[config.mk]
export PLATFORM = sky130hd
export DESIGN_NAME = pwm_peripheral
export DESIGN_NICKNAME = d
export VERILOG_FILES = /design/src/rtl/pwm_pkg.sv /design/src/rtl/pwm_timebase.sv /design/src/rtl/pwm_peripheral.sv
export SDC_FILE = /design/constraint.sdc
export NUM_CORES = 1
export LEC_CHECK = 0
export ABC_AREA = 1
export ABC_CLOCK_PERIOD_IN_PS = 1650
export CAP_MARGIN = 10
export CORE_ASPECT_RATIO = 1.4
export CORE_MARGIN = 4
export CORE_UTILIZATION = 43
export DETAILED_ROUTE_END_ITERATION = 10
export GPL_ROUTABILITY_DRIVEN = 0
export PLACE_DENSITY_LB_ADDON = 0.2
export REMOVE_ABC_BUFFERS = 1
export SLEW_MARGIN = 20
export SYNTH_ARGS = -nofsm -noshare
export SYNTH_HDL_FRONTEND = slang
export SYNTH_HIERARCHICAL = 1
export SYNTH_SLANG_ARGS = --single-unit
export TNS_END_PERCENT = 5
[constraint.sdc]
create_clock -name clk -period 1.65 [get_ports clk]
set_clock_uncertainty 0.1 [all_clocks]
set_input_delay 0.2475 -clock clk [delete_from_list [all_inputs] [get_ports clk]]
set_output_delay 0.2475 -clock clk [all_outputs]
set_load 0.05 [all_outputs]
[src/rtl/pwm_pkg.sv]
// rtl/pwm_pkg.sv - shared widths, constants and prescaler sizing for the PWM peripheral
package pwm_pkg;

  localparam int         PWM_CNT_W       = 8;
  localparam int         PWM_OUT_W       = 16;
  localparam logic [7:0] DUTY_FULL       = 8'hFF;
  localparam int         CLK_DIV_DEFAULT = 3000;

  // Prescaler register width; a divide-by-1 still needs a 1-bit register.
  function automatic int presc_width(input int clk_div);
    int w;
    w = $clog2(clk_div);
    if (w < 1) w = 1;
    return w;
  endfunction

endpackage

[src/rtl/pwm_timebase.sv]
// rtl/pwm_timebase.sv - clock prescaler, 8-bit period counter and period_start pulse
module pwm_timebase
  import pwm_pkg::*;
#(
  parameter int CLK_DIV = CLK_DIV_DEFAULT
) (
  input  logic                 clk,
  input  logic                 rst_n,
  output logic                 o_tick,
  output logic [PWM_CNT_W-1:0] o_pwm_cnt,
  output logic                 o_wrap,
  output logic                 o_period_start
);

  localparam int            PW         = presc_width(CLK_DIV);
  localparam logic [PW-1:0] PRESC_LAST = PW'(CLK_DIV - 1);

  logic [PW-1:0]        r_presc;
  logic [PWM_CNT_W-1:0] r_pwm_cnt;
  logic                 r_first;
  logic                 r_period_start;
  logic                 w_tick;
  logic                 w_wrap;

  assign w_tick = (r_presc == PRESC_LAST);
  assign w_wrap = w_tick && (r_pwm_cnt == {PWM_CNT_W{1'b1}});

  // Prescaler: count 0..CLK_DIV-1 and wrap, one tick per wrap.
  always_ff @(posedge clk or negedge rst_n) begin
    if (!rst_n) begin
      r_presc <= '0;
    end else if (w_tick) begin
      r_presc <= '0;
    end else begin
      r_presc <= r_presc + 1'b1;
    end
  end

  // Period counter advances on each tick; 255 -> 0 wraps naturally.
  always_ff @(posedge clk or negedge rst_n) begin
    if (!rst_n) begin
      r_pwm_cnt <= '0;
    end else if (w_tick) begin
      r_pwm_cnt <= r_pwm_cnt + 1'b1;
    end
  end

  // period_start pulses after the wrapping tick, and once on the first clk out of reset.
  always_ff @(posedge clk or negedge rst_n) begin
    if (!rst_n) begin
      r_first        <= 1'b1;
      r_period_start <= 1'b0;
    end else begin
      r_first        <= 1'b0;
      r_period_start <= w_wrap | r_first;
    end
  end

  assign o_tick         = w_tick;
  assign o_pwm_cnt      = r_pwm_cnt;
  assign o_wrap         = w_wrap;
  assign o_period_start = r_period_start;

endmodule

[src/rtl/pwm_peripheral.sv]
// rtl/pwm_peripheral.sv - 16-pin PWM driver; PWM_DUTY_SHADOW_EN latches duty once per period
module pwm_peripheral
  import pwm_pkg::*;
#(
  parameter int CLK_DIV = CLK_DIV_DEFAULT
) (
  input  logic                 clk,
  input  logic                 rst_n,
  input  logic [7:0]           en_reg_out_7_0,
  input  logic [7:0]           en_reg_out_15_8,
  input  logic [7:0]           en_reg_pwm_7_0,
  input  logic [7:0]           en_reg_pwm_15_8,
  input  logic [7:0]           pwm_duty_cycle,
  output logic [PWM_OUT_W-1:0] out,
  output logic                 period_start
);

  logic                 w_tick;
  logic                 w_wrap;
  logic [PWM_CNT_W-1:0] w_pwm_cnt;
  logic [7:0]           w_duty_eff;
  logic                 w_pwm_sig;
  logic [PWM_OUT_W-1:0] w_en_out;
  logic [PWM_OUT_W-1:0] w_en_pwm;
  logic [PWM_OUT_W-1:0] r_out;
  logic                 w_unused;

  pwm_timebase #(
    .CLK_DIV(CLK_DIV)
  ) u_timebase (
    .clk           (clk),
    .rst_n         (rst_n),
    .o_tick        (w_tick),
    .o_pwm_cnt     (w_pwm_cnt),
    .o_wrap        (w_wrap),
    .o_period_start(period_start)
  );

`ifdef PWM_DUTY_SHADOW_EN
  logic       r_init;
  logic [7:0] r_duty_sh;

  // Duty shadow reloads at the period boundary and once right after reset.
  always_ff @(posedge clk or negedge rst_n) begin
    if (!rst_n) begin
      r_init    <= 1'b1;
      r_duty_sh <= '0;
    end else begin
      r_init <= 1'b0;
      if (r_init || w_wrap) begin
        r_duty_sh <= pwm_duty_cycle;
      end
    end
  end

  assign w_duty_eff = r_duty_sh;
  assign w_unused   = &{1'b0, w_tick};
`else
  assign w_duty_eff = pwm_duty_cycle;
  assign w_unused   = &{1'b0, w_tick, w_wrap};
`endif

  // Full-scale duty is a constant high rather than 255/256.
  assign w_pwm_sig = (w_duty_eff == DUTY_FULL) || (w_pwm_cnt < w_duty_eff);

  assign w_en_out = {en_reg_out_15_8, en_reg_out_7_0};
  assign w_en_pwm = {en_reg_pwm_15_8, en_reg_pwm_7_0};

  // Per-pin select: disabled -> 0, static -> 1, PWM mode -> shared waveform.
  always_ff @(posedge clk or negedge rst_n) begin
    if (!rst_n) begin
      r_out <= '0;
    end else begin
      r_out <= w_en_out & (~w_en_pwm | {PWM_OUT_W{w_pwm_sig}});
    end
  end

  assign out = r_out;

endmodule

==> out/metrics.cfg, run 1 <==
[timing]
finalSetupTns_ns = -0.270
layout_setup_ws_ns = -0.0345
fmax_mhz = 594
post-route-min-period_ns = 1.68
drv_slew = 0
setup_viol = 16
rsz0062_at_grt = true
min_period_over_period = 1.02
hold_violations = 0

[die]
start_util = 0.452
core_area_um2 = 4640
io_pins = 59
die_w_um = 67.1
die_y_um = 90.7
fp.dieArea_um2 = 6080
rows = 29

[run_status]
violations = negative setup slack
status = finished, violations left

[global_routing]
grt_pass1_wl_um = 7730
grt_max_degree = 21
grt-ovfl-total = 0
antenna_found_initial = 0
grt_pass1_vias = 1850
grt.total_usage = 0.169

[clock_tree]
clk_pin_slew_ns = 0.07
htreeDepth = 2
postCtsSetupRepairBufs = 0
cts_tree = built
cts_buffers = 5
insertion_delay_ns = 0.29
cts_buffer_depth = 2
cts-root-buf = clkbuf_8
clkSinkCount = 38

[worst_setup_path]
critPathTopFamily = simple AND/OR/NAND/NOR gates
crit_slowest_cell = clkdlybuf4s50_1
r2r-start = u_timebase/o_pwm_cnt[5]
cpPeakStageDelay_ns = 0.47
crit_start = pwm_duty_cycle[7]
path_buf_inv = 3
cp-end-kind = flop
crit_path_max_fanout = 8
crit_path_start_kind = input port
crit_chain = clkdlybuf4s50_1, inv_1, ha_4, nand2_2, nor2_1, nand2_4, nand2_4, nand3_2, nand2_2, inv_2
crit_type = input port to flop
required_ns = 1.74
arrival_ns = 1.78

[placed_design]
place_ws_ns = -0.397
io_buffers = 58
hpwl_um = 3550

[route]
wire_per_inst_um = 11.4
drc = 0
ant_nets = 0
via_count = 1896
firstDrtPassIters = 4
vias_per_cell = 4.61
drt-total-wl_um = 4680
drt_iter0_drc = 43

[yosys]
postSynthAreaPerCell_um2 = 7.84
syn_area_um2 = 2100
synthCells = 268
ys_warn_count = 6

[pwr]
p_leak_nw = 1.55
irDropWorstVdd_mv = 0.491
pwr_density_cell_nw_per_um2 = 666
p_int_mw = 1.54
combPwrFrac = 0.146
p_switching_mw = 0.496
power.total_mw = 2.04
power_frac_clock = 0.382
swShare = 0.244
seqPwrFrac = 0.471

[layout]
area.growth.synth_to_final_pct = 45.7
nets = 399
antenna_cells = 0
post_route_cells_drive_above_1_share = 0.238

[job]
drv_cap = 0

[min_path]
hold_class = input port to asynchronous set/reset pin

-- stage by stage --
step           hold WS (ns)  utilization  cells  cell area (um2)
4_1_cts               0.342        0.657    411             3050
5_1_grt               0.366        0.659    411             3060
3_5_place_dp          0.121        0.610    401             2840
3_3_place_gp          0.122        0.610    401             2840
6_report              0.336        0.659    411             3060
2_1_floorplan        -0.148            -    265             2070
-- layout by cell type (no fill, tap or decap), types with 4 or more instances in the layout --
cell type        instances
clkdlybuf4s50_1         39
nand3_1                 11
dfrtp_1                 37
clkbuf_8                 5
nand2_2                  5
inv_2                    5
nand3_2                 16
buf_4                   30
nor3_1                   4
nand2_1                 83
inv_1                   40
nor2_1                  29
o21ai_0                  5
ha_1                     5
-- sequential cells by signal (all words and copies together), names as in the netlist --
register and cells:
u_timebase/o_period_start 1, out 16, u_timebase/r_presc 12, u_timebase/r_first 1, u_timebase/o_pwm_cnt 8
-- power groups by stage --
stage | sequential, mW | clock, mW | combinational (mW)
finish | 0.960 | 0.778 | 0.298
detailed placement | 0.979 | 0 | 0.290
floorplan | 1.06 | 0 | 0.0368
CTS | 0.961 | 0.807 | 0.300
global route | 0.962 | 0.842 | 0.323
global placement | 0.978 | 0 | 0.288
-- worst paths after layout --
path	endpoint	slack, ns	depth (start not counted)
worst max-delay path	out[13]	-0.03	10
worst min-delay path	u_timebase/o_pwm_cnt[2]	0.34	2
worst max register to register	out[2]	-0.03	8
worst min register to register	u_timebase/o_period_start	0.37	2
max in group asynchronous	u_timebase/r_first	0.58	3
min in group clk	out[7]	0.37	3
-- layer usage --
metal  up-vias  track usage  routed length, um
li1        973            -                  -
met2        52        0.296               2470
met1       862        0.168               1700
met4         0       0.0728                103
met3         9       0.0685                401
met5         -            0                  0
-- final cells by class --
cell class	count	area, um2
clock buffers	5	68.8
clock inverters	3	40.0
fillers	429	1580
inverters	46	174
multi-input cells	182	1050
flip-flops and latches	38	952
well taps	62	77.6
repair buffers	75	699
-- timing repair --
| item | CTS | global route |
|---|---|---|
| setup endpoints to repair | 16 | 16 |
| gates resized for setup | 19 | 3 |
| cloned | 1 | 0 |
| pin swaps | 9 | 7 |
| hold buffers | 1 | 0 |
| hold endpoints to repair | 18 | 0 |
(Power assumes the default switching activity.)
==> run 2: changes to the inputs <==
- TNS_END_PERCENT: 5 -> 50
==> out/metrics.cfg, run 2 (synthesis results as in run 1) <==
[global_routing]
grt_pass1_vias = 1852  ; +0.11%
grt_use_met1 = 0.168  ; unchanged
grt_max_degree = 21  ; unchanged
grt.total_usage = 0.169  ; unchanged
antenna_found_initial = 0  ; unchanged
grt_pass1_wl_um = 7730  ; unchanged
use_met2 = 0.296  ; unchanged
use_met3 = 0.0685  ; unchanged
globalRoute.busiestLayer = met2
grt-ovfl-total = 0  ; unchanged

[pwr]
pwr_density_cell_nw_per_um2 = 666  ; about the same
irDropWorstVdd_mv = 0.491  ; about the same
p_leak_nw = 1.55  ; about the same
power_frac_clock = 0.383  ; about the same
p_switching_mw = 0.497  ; +0.24%
p_int_mw = 1.54  ; about the same
swShare = 0.244  ; +0.000414
power.total_mw = 2.04  ; about the same
seqPwrFrac = 0.471  ; about the same
combPwrFrac = 0.146  ; about the same

[timing]
drv_slew = 0  ; unchanged
rsz0062_at_grt = true
hold_violations = 0  ; unchanged
min_period_over_period = 1.03  ; +0.00459
setup_viol = 16  ; unchanged
layout_setup_ws_ns = -0.0421  ; -0.00758 ns
post-route-min-period_ns = 1.69  ; +0.00758 ns
fmax_mhz = 591  ; -0.45%

[clock_tree]
htreeDepth = 2  ; unchanged
clkSinkCount = 38  ; unchanged
clk_pin_slew_ns = 0.07  ; about the same
postCtsSetupRepairBufs = 0  ; unchanged
cts_buffers = 5  ; unchanged
insertion_delay_ns = 0.29  ; about the same
cts-root-buf = clkbuf_8
cts_tree = built
cts_buffer_depth = 2  ; unchanged

[layout]
final-instance-count-excl-fill = 411  ; unchanged
antenna_cells = 0  ; unchanged
final_cell_mix = 83 x nand2_1, 40 x inv_1, 39 x clkdlybuf4s50_1
area.growth.synth_to_final_pct = 45.7  ; unchanged
largest_reg_flops = 16  ; unchanged
nets = 399  ; unchanged
fill_cells = 429  ; unchanged
final_common_cell = nand2_1
post_route_cells_drive_above_1_share = 0.238  ; unchanged

[worst_setup_path]
reg2regPathDepth = 8  ; unchanged
r2r-end = out[9]
timing.reg2reg.setup_slack_ns = -0.04  ; about the same
crit_type = flop to flop
crit_end = out[9]
crit_path_max_fanout = 8  ; unchanged
crit_path_start_kind = flop
arrival_ns = 1.83  ; +0.05 ns
required_ns = 1.79  ; +0.05 ns
r2r-start = u_timebase/o_pwm_cnt[5]
crit_start = u_timebase/o_pwm_cnt[5]
cp-end-kind = flop

[die]
core_area_um2 = 4640  ; unchanged
die_y_um = 90.7  ; unchanged
die_w_um = 67.1  ; unchanged
start_util = 0.452  ; unchanged
fp.dieArea_um2 = 6080  ; unchanged
io_pins = 59  ; unchanged
rows = 29  ; unchanged

[route]
wire_per_inst_um = 11.4  ; -0.19%
drt_iter0_drc = 43  ; unchanged
ant_nets = 0  ; unchanged
vias_per_cell = 4.62  ; +0.11%
drc = 0  ; unchanged
firstDrtPassIters = 4  ; unchanged
via_count = 1898  ; +0.11%
drt-total-wl_um = 4670  ; -0.19%

[placed_design]
io_buffers = 58  ; unchanged
dp_cells = 401  ; unchanged
hpwl_um = 3550  ; unchanged
place_ws_ns = -0.397  ; unchanged

[min_path]
hold_class = input port to asynchronous set/reset pin

[run_status]
status = finished, violations left
violations = negative setup slack

[job]
drv_cap = 0  ; unchanged

[run 2: cell counts in the layout (fill, tap and decap cells not counted)]
Identical to the previous run, type by type.
[run 2: area by class of cell]
type / count / area [um2] / area share
Clock inverter: 3 / 40.0 / 0.0131
Tap cell: 62 / 77.6 / 0.0253
Clock buffer: 5 / 68.8 / 0.0225
Sequential cell: 38 / 952 / 0.311
Multi-Input combinational cell: 182 / 1050 / 0.343
Inverter: 46 / 174 / 0.0568
Timing Repair Buffer: 75 / 699 / 0.229
[run 2: how the worst min path moves through the flow]
stage | start | depth (start not counted) | to
after floorplan | rst_n | 0 | out[0]
after global placement | rst_n | 1 | u_timebase/o_pwm_cnt[2]
after detailed placement | rst_n | 1 | u_timebase/o_pwm_cnt[2]
after CTS | rst_n | 2 | u_timebase/o_pwm_cnt[7]
after global routing | en_reg_out_7_0[7] | 3 | out[7]
final | rst_n | 2 | u_timebase/o_pwm_cnt[2]
[run 2: power groups by stage]
stage	Sequential (mW)	Clock [mW]	Combinational, mW
2_1_floorplan	1.06	0	0.0368
3_3_place_gp	0.978	0	0.288
3_5_place_dp	0.979	0	0.290
4_1_cts	0.961	0.807	0.300
5_1_grt	0.962	0.842	0.323
6_report	0.960	0.780	0.298
[run 2: routing by layer]
metal / vias up / share of wire
li1: 973 / -
met5: - / 0
met1: 864 / 0.36
met2: 52 / 0.53
met3: 9 / 0.085
met4: 0 / 0.022
[run 2: repair_timing]
action,in CTS,in global routing
endpoints found under the setup margin,16,16
endpoints found under the hold margin,18,0
pin swaps,12,10
hold buffers,1,0
gates resized for setup,19,3
cloned,1,0
[run 2: worst max-delay path: stages, from the launching register on]
cell and delay (ns):
dfrtp_1 0.42, ha_4 0.23, a21oi_2 0.14, nor2_2 0.06
nor3_4 0.31, nand2_4 0.17, nand3_2 0.10, nand2_1 0.05
inv_1 0.05
[run 2: metrics by stage]
step / area [um2] / TNS (ns) / util / hold slack (ns)
floorplan: 2070 / 0 / - / -0.148
CTS: 3050 / -0.355 / 0.657 / 0.342
finish: 3060 / -0.359 / 0.659 / 0.336
global route: 3060 / -1.59 / 0.659 / 0.366
detailed placement: 2840 / -5.95 / 0.610 / 0.121
global placement: 2840 / -5.47 / 0.610 / 0.122
